--- src/rtl/datawidthconv_32_to_512_if.sv ---
// Bus bundle for the 32-to-512 width converter: kick/status, memory read port, beat source.
// The converter itself uses the master modport; the environment drives through slave.
interface datawidthconv_32_to_512_if;
    logic         kick;
    logic         busy;
    logic         done;
    logic [31:0]  mem_raddr;
    logic         mem_re;
    logic [31:0]  mem_rdata;
    logic         src_ready;
    logic         src_valid;
    logic         src_sop;
    logic         src_eop;
    logic [511:0] src_dout;

    modport master (
        input  kick, mem_rdata, src_ready,
        output busy, done, mem_raddr, mem_re, src_valid, src_sop, src_eop, src_dout
    );

    modport slave (
        output kick, mem_rdata, src_ready,
        input  busy, done, mem_raddr, mem_re, src_valid, src_sop, src_eop, src_dout
    );
endinterface

--- src/rtl/datawidthconv_32_to_512.sv ---
// Reads 16 consecutive 32-bit memory words per beat and presents them as one 512-bit beat,
// repeating for NUM_BEATS beats per packet started by kick.
module datawidthconv_32_to_512 #(
    parameter logic [31:0] BASE_ADDR = 32'h0000_0000,
    parameter int unsigned NUM_BEATS = 32
) (
    input logic                       clk,
    input logic                       reset,
    datawidthconv_32_to_512_if.master bus_io
);

    localparam logic [1:0] StIdle  = 2'd0;
    localparam logic [1:0] StFetch = 2'd1;
    localparam logic [1:0] StDrain = 2'd2;
    localparam logic [1:0] StSend  = 2'd3;

    localparam logic [15:0] LastBeat = 16'(NUM_BEATS - 1);

    logic [1:0]   state_q, state_d;
    logic [15:0]  beat_q, beat_d;
    logic [3:0]   word_q, word_d;
    logic         done_q, done_d;
    logic         rd_pend_q;
    logic [3:0]   rd_idx_q;
    logic [511:0] data_q;

    logic fetch, send, last_beat;

    assign fetch     = (state_q == StFetch);
    assign send      = (state_q == StSend);
    assign last_beat = (beat_q == LastBeat);

    always_comb begin
        state_d = state_q;
        beat_d  = beat_q;
        word_d  = word_q;
        done_d  = 1'b0;
        case (state_q)
            StIdle: begin
                if (bus_io.kick) begin
                    state_d = StFetch;
                    beat_d  = '0;
                    word_d  = '0;
                end
            end
            StFetch: begin
                // word_q wraps to 0 after the 16th read, ready for the next beat
                word_d = word_q + 4'd1;
                if (word_q == 4'd15) begin
                    state_d = StDrain;
                end
            end
            StDrain: begin
                state_d = StSend;
            end
            StSend: begin
                if (bus_io.src_ready) begin
                    if (last_beat) begin
                        state_d = StIdle;
                        done_d  = 1'b1;
                    end else begin
                        state_d = StFetch;
                        beat_d  = beat_q + 16'd1;
                    end
                end
            end
            default: state_d = StIdle;
        endcase
    end

    always_ff @(posedge clk) begin
        if (reset) begin
            state_q   <= StIdle;
            beat_q    <= '0;
            word_q    <= '0;
            done_q    <= 1'b0;
            rd_pend_q <= 1'b0;
            rd_idx_q  <= '0;
            data_q    <= '0;
        end else begin
            state_q   <= state_d;
            beat_q    <= beat_d;
            word_q    <= word_d;
            done_q    <= done_d;
            // Read data arrives one cycle after the request; remember which lane it belongs to
            rd_pend_q <= fetch;
            rd_idx_q  <= word_q;
            if (rd_pend_q) begin
                data_q[{rd_idx_q, 5'b0} +: 32] <= bus_io.mem_rdata;
            end
        end
    end

    // Outputs are forced low combinationally while reset is held, whatever the state
    always_comb begin
        bus_io.busy      = (state_q != StIdle) && !reset;
        bus_io.done      = done_q && !reset;
        bus_io.mem_re    = fetch && !reset;
        bus_io.mem_raddr = bus_io.mem_re ? (BASE_ADDR + {10'b0, beat_q, word_q, 2'b00}) : '0;
        bus_io.src_valid = send && !reset;
        bus_io.src_sop   = bus_io.src_valid && (beat_q == 16'd0);
        bus_io.src_eop   = bus_io.src_valid && last_beat;
        bus_io.src_dout  = reset ? '0 : data_q;
    end

endmodule
--- src/flat_wrapper.sv ---
// flat-port wrapper written by rule: the top's interface ports become plain ports
module datawidthconv_32_to_512_flat 
#(
    parameter logic [31:0] BASE_ADDR = 32'h0000_0000,
    parameter int unsigned NUM_BEATS = 32
)
  (clk, reset, bus_io_kick, bus_io_mem_rdata, bus_io_src_ready, bus_io_busy, bus_io_done, bus_io_mem_raddr, bus_io_mem_re, bus_io_src_valid, bus_io_src_sop, bus_io_src_eop, bus_io_src_dout);
  datawidthconv_32_to_512_if bus_io_i ();
  input logic clk;
  input logic reset;
  input wire logic [$bits(bus_io_i.kick)-1:0] bus_io_kick;
  input wire logic [$bits(bus_io_i.mem_rdata)-1:0] bus_io_mem_rdata;
  input wire logic [$bits(bus_io_i.src_ready)-1:0] bus_io_src_ready;
  output wire logic [$bits(bus_io_i.busy)-1:0] bus_io_busy;
  output wire logic [$bits(bus_io_i.done)-1:0] bus_io_done;
  output wire logic [$bits(bus_io_i.mem_raddr)-1:0] bus_io_mem_raddr;
  output wire logic [$bits(bus_io_i.mem_re)-1:0] bus_io_mem_re;
  output wire logic [$bits(bus_io_i.src_valid)-1:0] bus_io_src_valid;
  output wire logic [$bits(bus_io_i.src_sop)-1:0] bus_io_src_sop;
  output wire logic [$bits(bus_io_i.src_eop)-1:0] bus_io_src_eop;
  output wire logic [$bits(bus_io_i.src_dout)-1:0] bus_io_src_dout;
  assign bus_io_i.kick = bus_io_kick;
  assign bus_io_i.mem_rdata = bus_io_mem_rdata;
  assign bus_io_i.src_ready = bus_io_src_ready;
  assign bus_io_busy = bus_io_i.busy;
  assign bus_io_done = bus_io_i.done;
  assign bus_io_mem_raddr = bus_io_i.mem_raddr;
  assign bus_io_mem_re = bus_io_i.mem_re;
  assign bus_io_src_valid = bus_io_i.src_valid;
  assign bus_io_src_sop = bus_io_i.src_sop;
  assign bus_io_src_eop = bus_io_i.src_eop;
  assign bus_io_src_dout = bus_io_i.src_dout;
  datawidthconv_32_to_512 #(.BASE_ADDR(BASE_ADDR), .NUM_BEATS(NUM_BEATS)) u_core (.clk(clk), .reset(reset), .bus_io(bus_io_i));
endmodule
--- config.mk ---
export PLATFORM = sky130hd
export DESIGN_NAME = datawidthconv_32_to_512_flat
export DESIGN_NICKNAME = d
export VERILOG_FILES = /design/src/rtl/datawidthconv_32_to_512_if.sv /design/src/rtl/datawidthconv_32_to_512.sv /design/src/flat_wrapper.sv
export SDC_FILE = /design/constraint.sdc
export NUM_CORES = 1
export LEC_CHECK = 0
export CAP_MARGIN = 25
export CORE_MARGIN = 5
export CORE_UTILIZATION = 35
export DETAILED_ROUTE_END_ITERATION = 6
export SYNTH_ARGS = -nofsm -noshare
export SYNTH_HDL_FRONTEND = slang
export SYNTH_SLANG_ARGS = --single-unit
--- constraint.sdc ---
create_clock -name clk -period 7.4 [get_ports clk]
set_clock_uncertainty 0.2 [all_clocks]
set_input_delay 2.22 -clock clk [delete_from_list [all_inputs] [get_ports clk]]
set_output_delay 2.22 -clock clk [all_outputs]
set_load 0.01 [all_outputs]
==> impl_metrics.py, run 1 <==
metrics = {
    "final_layout": {
        "areaGrowthSynthToFinish_pct": 33.7,
        "multiInputGateArea_mm2": 0.0123,
        "most_frequent_standard_cell_in_the_layout_excluding_fill_and_tap_cells": "sky130_fd_sc_hd__clkdlybuf4s50_1",
        "layout.core_utilization_pct": 47.3,
        "finalNetCount": 3381,
        "finish.instance_area_mm2": 0.0332,
        "layout-drive-gt1-share_pct": 6.48,
        "fill_cells": 6924,
        "sequential_cell_area_mm2": 0.0108,
        "instances_no_fill": 4331,
        "most-common-layout-cells": "572 x sky130_fd_sc_hd__clkdlybuf4s50_1, 538 x sky130_fd_sc_hd__dfxtp_1, 371 x sky130_fd_sc_hd__nor2b_1",
    },
    "cts": {
        "clkTransAtPathRegs_ns": 0.05,
        "cts_resized": 0,
        "clk_path_buf_depth": 3,
        "tritoncts": "done",
        "ctsHtreeMaxLevel": 2,
        "postCtsSetupRepairBufs": 0,
        "tritoncts.num_buffers": 61,
        "numClockSinks": 540,
        "clock-root-buffer": "sky130_fd_sc_hd__clkbuf_16",
        "clk_lat_worst_skew_ns": 0.62,
        "hold_buffers": 0,
    },
    "critical_path": {
        "longest_individual_stage_delay_on_the_worst_path_ns": 0.47,
        "r2r_setup_slack_ns": 3.33,
        "worst_setup_path_end_kind": "output pin",
        "critical_path_cell_by_cell": "buf_8 > buf_12 > nand2b_1 > inv_1 > clkdlybuf4s50_1",
        "start_kind": "primary input",
        "cp.arrival_ns": 3.90,
        "timing_worst_setup_path_type": "in -> out",
        "timing.critical_path.slowest_stage_cell": "sky130_fd_sc_hd__clkdlybuf4s50_1",
        "path_max_fanout": 118,
        "worst_ep_required_time_ns": 4.98,
    },
    "power_and_ir_drop": {
        "static-leakage-power_uw": 0.0126,
        "power.density_cell_area_mw_per_mm2": 200,
        "p_total_uw": 6630,
        "vdd.ir_drop.worst_v": 0.000169,
    },
    "place": {
        "post_detailed_placement_cell_area_mm2": 0.0312,
        "finalWeightedCongestion": 0.825,
        "placed_cells_incl_taps": 4211,
        "dpl.hpwl_mm": 64.8,
        "port_buffers": 573,
    },
    "sta": {
        "rsz0062_at_grt": "false",
        "setup_violations": 0,
        "timing.final.max_slew_violations": 0,
        "timing_worst_slew_pin_value_ns": 1.09,
        "timing.slew.headroom_pct": 27.2,
        "timing_hold_violations_final": 0,
        "tns_ns": 0,
        "max_clock_freq_ghz": 0.158,
        "finalCriticalPeriod_ns": 6.32,
        "share_of_the_cycle_needed_by_the_critical_path_after_routing_pct": 85.4,
    },
    "detailed_routing": {
        "post-route-drc-count": 0,
        "dr.first_iter.drc_count": 1763,
        "postRouteWirelength_mm": 98.1,
        "drt-pass1-iter-count": 5,
        "routed_wl_per_cell_um": 22.6,
        "ant_nets": 0,
        "dr_total_vias": 22100,
        "detail_route.vias_per_cell": 5.10,
    },
    "yosys": {
        "postSynth.topFlopCell": "sky130_fd_sc_hd__dfxtp_1",
        "synth_area_leader_cell": "sky130_fd_sc_hd__dfxtp_1",
        "fraction_of_synthesis_flops_using_an_asynchronous_set_or_reset_pin_pct": 0,
        "ys_seq_area_share_pct": 43.6,
        "ys.warnings.count": 0,
        "synth_edf_count": 0,
        "postSynthRegisterBits": 540,
        "synth.distinct_cells": 71,
        "synth_top_area_share_pct": 43.6,
        "leading_post_synthesis_cells_by_cell_area": "sky130_fd_sc_hd__dfxtp_1 44%, sky130_fd_sc_hd__nor2b_1 9.4%, sky130_fd_sc_hd__mux2i_1 7.2%, sky130_fd_sc_hd__nand2b_1 5.0%, sky130_fd_sc_hd__a21oi_1 4.9%",
        "synthesized_area_per_cell_um2": 8.52,
        "syn_inst": 2912,
        "netlist_area_mm2": 0.0248,
    },
    "die": {
        "dieHeight_um": 276,
        "die_extent_in_x_um": 276,
        "die_area_mm2": 0.0763,
        "design.portCount": 586,
        "num_rows": 97,
        "start_util_pct": 35.4,
        "core_area_mm2": 0.0701,
    },
    "global_route": {
        "antenna_found_initial": 8,
        "grt_first_pass_wirelength_mm": 143,
        "gr-usage-all-layers_pct": 24.1,
        "grt_pass1_vias": 20800,
        "largest_net_degree_at_the_start_of_global_routing": 127,
        "leftover_overflow_at_the_end_of_global_routing": 0,
    },
    "run": {
        "maxcap_viol_count": 0,
    },
    "hold_path": {
        "min-delay-path-class": "reg -> reg",
    },
    "status": {
        "run_status": "completed",
    },
}
power by group:
| part | internal (µW) | switching [µW] | total [µW] |
|---|---|---|---|
| registers | 2940 | 39.6 | 2980 |
| clock network | 1740 | 1250 | 2990 |
| logic | 189 | 474 | 663 |
| total | 4870 | 1760 | 6630 |
logic make-up (layout without fill, tap and decap cells):
family / count (synthesis) / count (layout) / synth area share (%)
XOR/XNOR: 3 / 3 / 0.106
multiplexers: 212 / 212 / 8.72
other: 1 / 23 / 0.0151
AND/OR/NAND/NOR: 1176 / 1176 / 26.4
flip-flops: 540 / 540 / 43.6
buffers and inverters: 446 / 903 / 7.45
AO/OA/AOI/OAI: 525 / 525 / 13.3
adder cells (fa/ha/maj): 9 / 9 / 0.454
cells in the mapped netlist (10+ instances only):
master	count
sky130_fd_sc_hd__a21oi_1	243
sky130_fd_sc_hd__a2bb2oi_1	33
sky130_fd_sc_hd__and2_1	59
sky130_fd_sc_hd__and3_1	32
sky130_fd_sc_hd__buf_1	10
sky130_fd_sc_hd__buf_2	41
sky130_fd_sc_hd__buf_4	18
sky130_fd_sc_hd__clkbuf_1	205
sky130_fd_sc_hd__dfxtp_1	540
sky130_fd_sc_hd__inv_1	161
sky130_fd_sc_hd__mux2_2	25
sky130_fd_sc_hd__mux2i_1	178
sky130_fd_sc_hd__nand2_1	207
sky130_fd_sc_hd__nand2b_1	199
sky130_fd_sc_hd__nand3_1	55
sky130_fd_sc_hd__nand4_1	105
sky130_fd_sc_hd__nor2_1	105
sky130_fd_sc_hd__nor2b_1	372
sky130_fd_sc_hd__nor3_1	11
sky130_fd_sc_hd__o21ai_0	71
sky130_fd_sc_hd__o21ba_2	13
sky130_fd_sc_hd__o31ai_1	123
through the flow:
stage	worst slack (ns)	hold slack [ns]
final	1.08	0.248
after floorplan	1.48	0.232
after detailed placement	1.10	0.242
after CTS	1.07	0.250
after global routing	0.964	0.268
after global placement	1.12	0.237
cell type report:
class / instances / area share [%]
Antenna cell: 11 / 0.0829
Clock buffer: 91 / 5.45
Clock inverter: 16 / 0.411
Inverter: 163 / 1.85
Multi-Input combinational cell: 1937 / 37.0
Sequential cell: 540 / 32.6
Tap cell: 940 / 3.54
Timing Repair Buffer: 633 / 19.1
worst paths after layout:
path                      start             endpoint  depth (start not counted)
min reg2reg    u_core.data_q[0]     u_core.data_q[0]                          2
max reg2reg  u_core.rd_idx_q[0]    u_core.data_q[66]                          6
max                       reset  bus_io_src_dout[66]                          5
min            u_core.data_q[0]     u_core.data_q[0]                          2
state kept, by name (all words and copies together), names as in the netlist:
signal and cells:
u_core.data_q 512, u_core.beat_q 16, u_core.rd_idx_q 4, u_core.word_q 4, u_core.state_q 2, u_core.done_q 1
u_core.rd_pend_q 1
layer usage:
| metal | wire length (µm) | vias to the layer above | track usage, % |
|---|---|---|---|
| met4 | 3140 | 0 | 7.49 |
| met2 | 45700 | 716 | 39.1 |
| met1 | 42100 | 10600 | 32.0 |
| met5 | 0 | - | 0 |
| met3 | 7140 | 141 | 5.86 |
| li1 | - | 10600 | - |
critical path, delay by kind of cell:
family	cells	cell delay [ns]
simple gates	1	0.22
buf+inv	4	1.38
Note: power is estimated with default switching activity, not from simulation.
==> inputs of run 2 (changes only) <==
Settings changed: CELL_PAD_IN_SITES_DETAIL_PLACEMENT set to 1, CELL_PAD_IN_SITES_GLOBAL_PLACEMENT set to 1, PLACE_DENSITY_LB_ADDON set to 0.1.
==> run 2 against run 1 <==
First-iteration DRC count is 4.0% higher. Via count is 3.0% higher. Global-route usage grew 2.0 points. Power increased by 3.0%. Count of clock-buffer cells in the layout rose by 1. Sequential cell count is the same. Sequential share of layout area fell by 0.14 points. Wire length grew 7.2%. Setup slack worse by 0.19 ns. Register-to-register slack worse by 0.06 ns. Cell count is 0.18% lower. Non-clock buffer count fell by 2. Critical path type unchanged. Critical endpoint is now bus_io_src_dout[334]. Largest cell class unchanged.
==> impl_metrics.py, run 2 (synthesized netlist as in run 1, its figures left out) <==
metrics = {
    "cts": {
        "clk_path_buf_depth": 3,
        "tritoncts.num_buffers": 66,
        "ctsHtreeMaxLevel": 3,
        "clkTransAtPathRegs_ns": 0.06,
        "hold_buffers": 0,
        "numClockSinks": 540,
        "tritoncts": "done",
        "clock-root-buffer": "sky130_fd_sc_hd__clkbuf_16",
        "postCtsSetupRepairBufs": 0,
        "cts_resized": 0,
        "clk_lat_worst_skew_ns": 0.60,
    },
    "final_layout": {
        "areaGrowthSynthToFinish_pct": 34.3,
        "instances_no_fill": 4323,
        "regMostFlops": "u_core.data_q",
        "most-common-layout-cells": "572 x sky130_fd_sc_hd__clkdlybuf4s50_1, 538 x sky130_fd_sc_hd__dfxtp_1, 371 x sky130_fd_sc_hd__nor2b_1",
        "fill_cells": 8173,
        "layout-drive-gt1-share_pct": 6.63,
        "sequential_cell_area_mm2": 0.0108,
        "multiInputGateArea_mm2": 0.0123,
        "most_frequent_standard_cell_in_the_layout_excluding_fill_and_tap_cells": "sky130_fd_sc_hd__clkdlybuf4s50_1",
        "largest_register_ffs": 512,
        "layout_top_registers": "u_core.data_q x512, u_core.beat_q x16",
        "layout.core_utilization_pct": 47.5,
        "finish.instance_area_mm2": 0.0333,
        "finalNetCount": 3384,
    },
    "die": {
        "core_area_mm2": 0.0701,
        "start_util_pct": 35.4,
        "num_rows": 97,
        "dieHeight_um": 276,
        "die_area_mm2": 0.0763,
        "design.portCount": 586,
        "die_extent_in_x_um": 276,
    },
    "detailed_routing": {
        "ant_nets": 0,
        "detail_route.vias_per_cell": 5.26,
        "routed_wl_per_cell_um": 24.3,
        "drt-pass1-iter-count": 5,
        "post-route-drc-count": 0,
        "dr_total_vias": 22800,
        "postRouteWirelength_mm": 105,
        "dr.first_iter.drc_count": 1833,
    },
    "place": {
        "port_buffers": 573,
        "post_detailed_placement_cell_area_mm2": 0.0312,
        "finalWeightedCongestion": 0.838,
        "dpl.hpwl_mm": 71.7,
        "placed_cells_incl_taps": 4210,
    },
    "run": {
        "maxcap_viol_count": 0,
    },
    "global_route": {
        "antenna_found_initial": 9,
        "largest_net_degree_at_the_start_of_global_routing": 128,
        "leftover_overflow_at_the_end_of_global_routing": 0,
        "grt_first_pass_wirelength_mm": 155,
        "gr-usage-all-layers_pct": 26.1,
        "grt_pass1_vias": 23300,
    },
    "sta": {
        "rsz0062_at_grt": "false",
        "timing_worst_slew_pin_value_ns": 0.975,
        "share_of_the_cycle_needed_by_the_critical_path_after_routing_pct": 87.9,
        "tns_ns": 0,
        "finalCriticalPeriod_ns": 6.51,
        "max_clock_freq_ghz": 0.154,
        "timing.slew.headroom_pct": 35.0,
        "timing_hold_violations_final": 0,
        "timing.final.max_slew_violations": 0,
        "setup_violations": 0,
    },
    "hold_path": {
        "timing.hold.worst_path_depth": 2,
        "min-delay-path-class": "reg -> reg",
    },
    "critical_path": {
        "path_max_fanout": 94,
        "start_kind": "primary input",
        "worst_ep_required_time_ns": 4.98,
        "timing_worst_setup_path_type": "in -> out",
        "worst_setup_path_end_kind": "output pin",
        "cp.arrival_ns": 4.09,
        "r2r_depth": 6,
    },
    "power_and_ir_drop": {
        "static-leakage-power_uw": 0.0127,
        "power.density_cell_area_mw_per_mm2": 205,
        "vdd.ir_drop.worst_v": 0.000138,
    },
    "status": {
        "run_status": "completed",
    },
}
## run 2: layout make-up
| class | count | area share, % |
|---|---|---|
| Antenna cell | 2 | 0.0150 |
| Clock buffer | 92 | 5.70 |
| Clock inverter | 18 | 0.541 |
| Inverter | 163 | 1.84 |
| Multi-Input combinational cell | 1937 | 36.9 |
| Sequential cell | 540 | 32.4 |
| Tap cell | 940 | 3.53 |
| Timing Repair Buffer | 631 | 19.0 |
## run 2: routing by layer
| layer | wire length (µm) | share of wire [%] | GRT usage, % |
|---|---|---|---|
| met5 | 0 | 0 | 0 |
| met4 | 3430 | 3.3 | 8.52 |
| met3 | 5800 | 5.5 | 5.35 |
| met2 | 49700 | 47 | 43.2 |
| met1 | 46200 | 44 | 34.2 |
## run 2: final timing paths
path | slack (ns) | from | endpoint
max | 0.89 | reset | bus_io_src_dout[334]
min | 0.25 | u_core.data_q[112] | u_core.data_q[112]
max reg2reg | 3.27 | u_core.rd_idx_q[0] | u_core.data_q[91]
min reg2reg | 0.25 | u_core.data_q[112] | u_core.data_q[112]
## run 2: critical path: stages
cell	delay [ns]
sky130_fd_sc_hd__buf_8	0.44
sky130_fd_sc_hd__buf_4	0.56
sky130_fd_sc_hd__nand2b_1	0.21
sky130_fd_sc_hd__inv_1	0.06
sky130_fd_sc_hd__clkdlybuf4s50_1	0.49
## run 2: where the power goes
| group | switching (µW) | internal, µW | total [µW] |
|---|---|---|---|
| Clock | 1310 | 1860 | 3170 |
| Combinational | 487 | 196 | 683 |
| Sequential | 40.8 | 2940 | 2980 |
| Total | 1830 | 5000 | 6830 |
## run 2: per-stage QoR
stage / setup WS, ns / total power, µW / hold WS [ns]
after floorplan: 1.48 / 3430 / 0.232
after global placement: 0.952 / 3690 / 0.239
after CTS: 0.894 / 6890 / 0.253
after global routing: 0.785 / 7070 / 0.270
final: 0.895 / 6830 / 0.252
after detailed placement: 0.891 / 3720 / 0.244
==> inputs of run 3 (changes only) <==
Settings changed: CAP_MARGIN 25 to 5.
==> run 3 against run 2 <==
Cell area is 0.42% higher. Clock power is 11% higher. Critical endpoint is now bus_io_src_dout[390]. Power is 4.7% higher. Largest power group unchanged. Sequential share of layout area is 0.14 points lower. Highest routed layer is now met5. Critical path depth stayed put. First-iteration DRC count is 5.3% lower. Global-route usage is 0.18 points lower. Wire length is 0.13% lower. Sequential power hardly changed.
==> impl_metrics.py, run 3 (synthesized netlist as in run 1, its figures left out) <==
metrics = {
    "cts": {
        "tritoncts.num_buffers": 60,
        "hold_buffers": 0,
        "tritoncts": "done",
        "postCtsSetupRepairBufs": 0,
        "ctsHtreeMaxLevel": 2,
        "clk_lat_worst_skew_ns": 0.63,
        "cts_resized": 0,
        "clkTransAtPathRegs_ns": 0.06,
        "numClockSinks": 540,
        "clock-root-buffer": "sky130_fd_sc_hd__clkbuf_16",
        "clk_path_buf_depth": 3,
    },
    "place": {
        "finalWeightedCongestion": 0.838,
        "dpl.hpwl_mm": 71.2,
        "placed_cells_incl_taps": 4206,
        "port_buffers": 573,
    },
    "sta": {
        "holdWs_ns": 0.253,
        "share_of_the_cycle_needed_by_the_critical_path_after_routing_pct": 88.0,
        "max_clock_freq_ghz": 0.154,
        "timing.slew.headroom_pct": 13.3,
        "finalCriticalPeriod_ns": 6.51,
        "tns_ns": 0,
        "timing_hold_violations_final": 0,
        "timing_worst_slew_pin_value_ns": 1.30,
        "timing.final.max_slew_violations": 0,
        "setup_violations": 0,
        "rsz0062_at_grt": "false",
    },
    "critical_path": {
        "cp.arrival_ns": 4.09,
        "worst_ep_required_time_ns": 4.98,
        "timing_worst_setup_path_type": "in -> out",
        "path_max_fanout": 94,
        "worst_setup_path_end_kind": "output pin",
        "worst_r2r_startpoint": "u_core.rd_idx_q[0]",
        "r2r_setup_slack_ns": 2.86,
        "crit-reg2reg-capture": "u_core.data_q[140]",
        "r2r_depth": 6,
        "start_kind": "primary input",
    },
    "final_layout": {
        "layout_top_registers": "u_core.data_q x512, u_core.beat_q x16",
        "regMostFlops": "u_core.data_q",
        "fill_cells": 8080,
        "layout-drive-gt1-share_pct": 6.81,
        "layout.core_utilization_pct": 47.7,
        "instances_no_fill": 4321,
        "finalNetCount": 3373,
        "largest_register_ffs": 512,
        "most-common-layout-cells": "572 x sky130_fd_sc_hd__clkdlybuf4s50_1, 538 x sky130_fd_sc_hd__dfxtp_1, 371 x sky130_fd_sc_hd__nor2b_1",
        "most_frequent_standard_cell_in_the_layout_excluding_fill_and_tap_cells": "sky130_fd_sc_hd__clkdlybuf4s50_1",
        "areaGrowthSynthToFinish_pct": 34.9,
    },
    "detailed_routing": {
        "dr_total_vias": 22800,
        "detail_route.vias_per_cell": 5.28,
        "post-route-drc-count": 0,
        "ant_nets": 0,
        "drt-pass1-iter-count": 7,
        "routed_wl_per_cell_um": 24.3,
        "dr.first_iter.drc_count": 1736,
        "postRouteWirelength_mm": 105,
    },
    "global_route": {
        "largest_net_degree_at_the_start_of_global_routing": 128,
        "groute.layer.met3.usage_pct": 5.49,
        "leftover_overflow_at_the_end_of_global_routing": 0,
        "grt_first_pass_wirelength_mm": 155,
        "globalRouteMet2Util_pct": 43.1,
        "antenna_found_initial": 8,
        "top_usage_layer": "met2",
        "grt.met1_usage_pct": 34.1,
        "gr-usage-all-layers_pct": 25.9,
        "grt_pass1_vias": 23300,
    },
    "hold_path": {
        "timing.hold.worst_path_depth": 2,
        "worstHoldStart": "u_core.data_q[114]",
        "hold_path_end": "u_core.data_q[114]",
        "min-delay-path-class": "reg -> reg",
    },
    "die": {
        "num_rows": 97,
        "start_util_pct": 35.4,
        "core_area_mm2": 0.0701,
        "dieHeight_um": 276,
        "die_area_mm2": 0.0763,
        "die_extent_in_x_um": 276,
        "design.portCount": 586,
    },
    "power_and_ir_drop": {
        "vdd.ir_drop.worst_v": 0.000188,
        "static-leakage-power_uw": 0.0127,
        "power.density_cell_area_mw_per_mm2": 214,
        "p_total_uw": 7150,
    },
    "status": {
        "run_status": "completed",
    },
    "run": {
        "maxcap_viol_count": 0,
    },
}
==> run 3: area by class of cell <==
| type | instances | area, µm² | share of cell area (%) |
|---|---|---|---|
| Antenna cell | 3 | 7.51 | 0.0224 |
| Clock buffer | 79 | 1730 | 5.18 |
| Clock inverter | 33 | 609 | 1.82 |
| Inverter | 163 | 613 | 1.83 |
| Multi-Input combinational cell | 1937 | 12300 | 36.7 |
| Sequential cell | 540 | 10800 | 32.3 |
| Tap cell | 940 | 1180 | 3.51 |
| Timing Repair Buffer | 626 | 6230 | 18.6 |
==> run 3: power breakdown <==
group	switching (µW)	leakage (µW)	internal (µW)
Clock	1310	0.00114	2200
Combinational	481	0.00724	181
Sequential	41.3	0.00435	2940
Total	1830	0.0127	5320
==> run 3: worst max-delay path: stages <==
cell	delay, ns
sky130_fd_sc_hd__buf_8	0.43
sky130_fd_sc_hd__buf_4	0.56
sky130_fd_sc_hd__nand2b_1	0.22
sky130_fd_sc_hd__inv_1	0.06
sky130_fd_sc_hd__clkdlybuf4s50_1	0.48
==> run 3: per-layer routing <==
layer	wire length, µm	vias up
met4	3280	4
met3	6180	147
met2	49400	628
met5	30	-
li1	-	10600
met1	46100	11500
==> run 3: how the worst max path moves through the flow <==
stage                      from              endpoint
after floorplan           reset           bus_io_busy
after global placement    reset  bus_io_src_dout[267]
after detailed placement  reset  bus_io_src_dout[390]
after CTS                 reset  bus_io_src_dout[328]
after global routing      reset  bus_io_src_dout[392]
final                     reset  bus_io_src_dout[390]
==> run 3: per-stage QoR <==
stage	setup slack, ns	cell area [µm²]
after global routing	0.767	33500
after floorplan	1.48	24900
after CTS	0.891	33500
after global placement	0.952	31100
after detailed placement	0.894	31100
final	0.891	33500
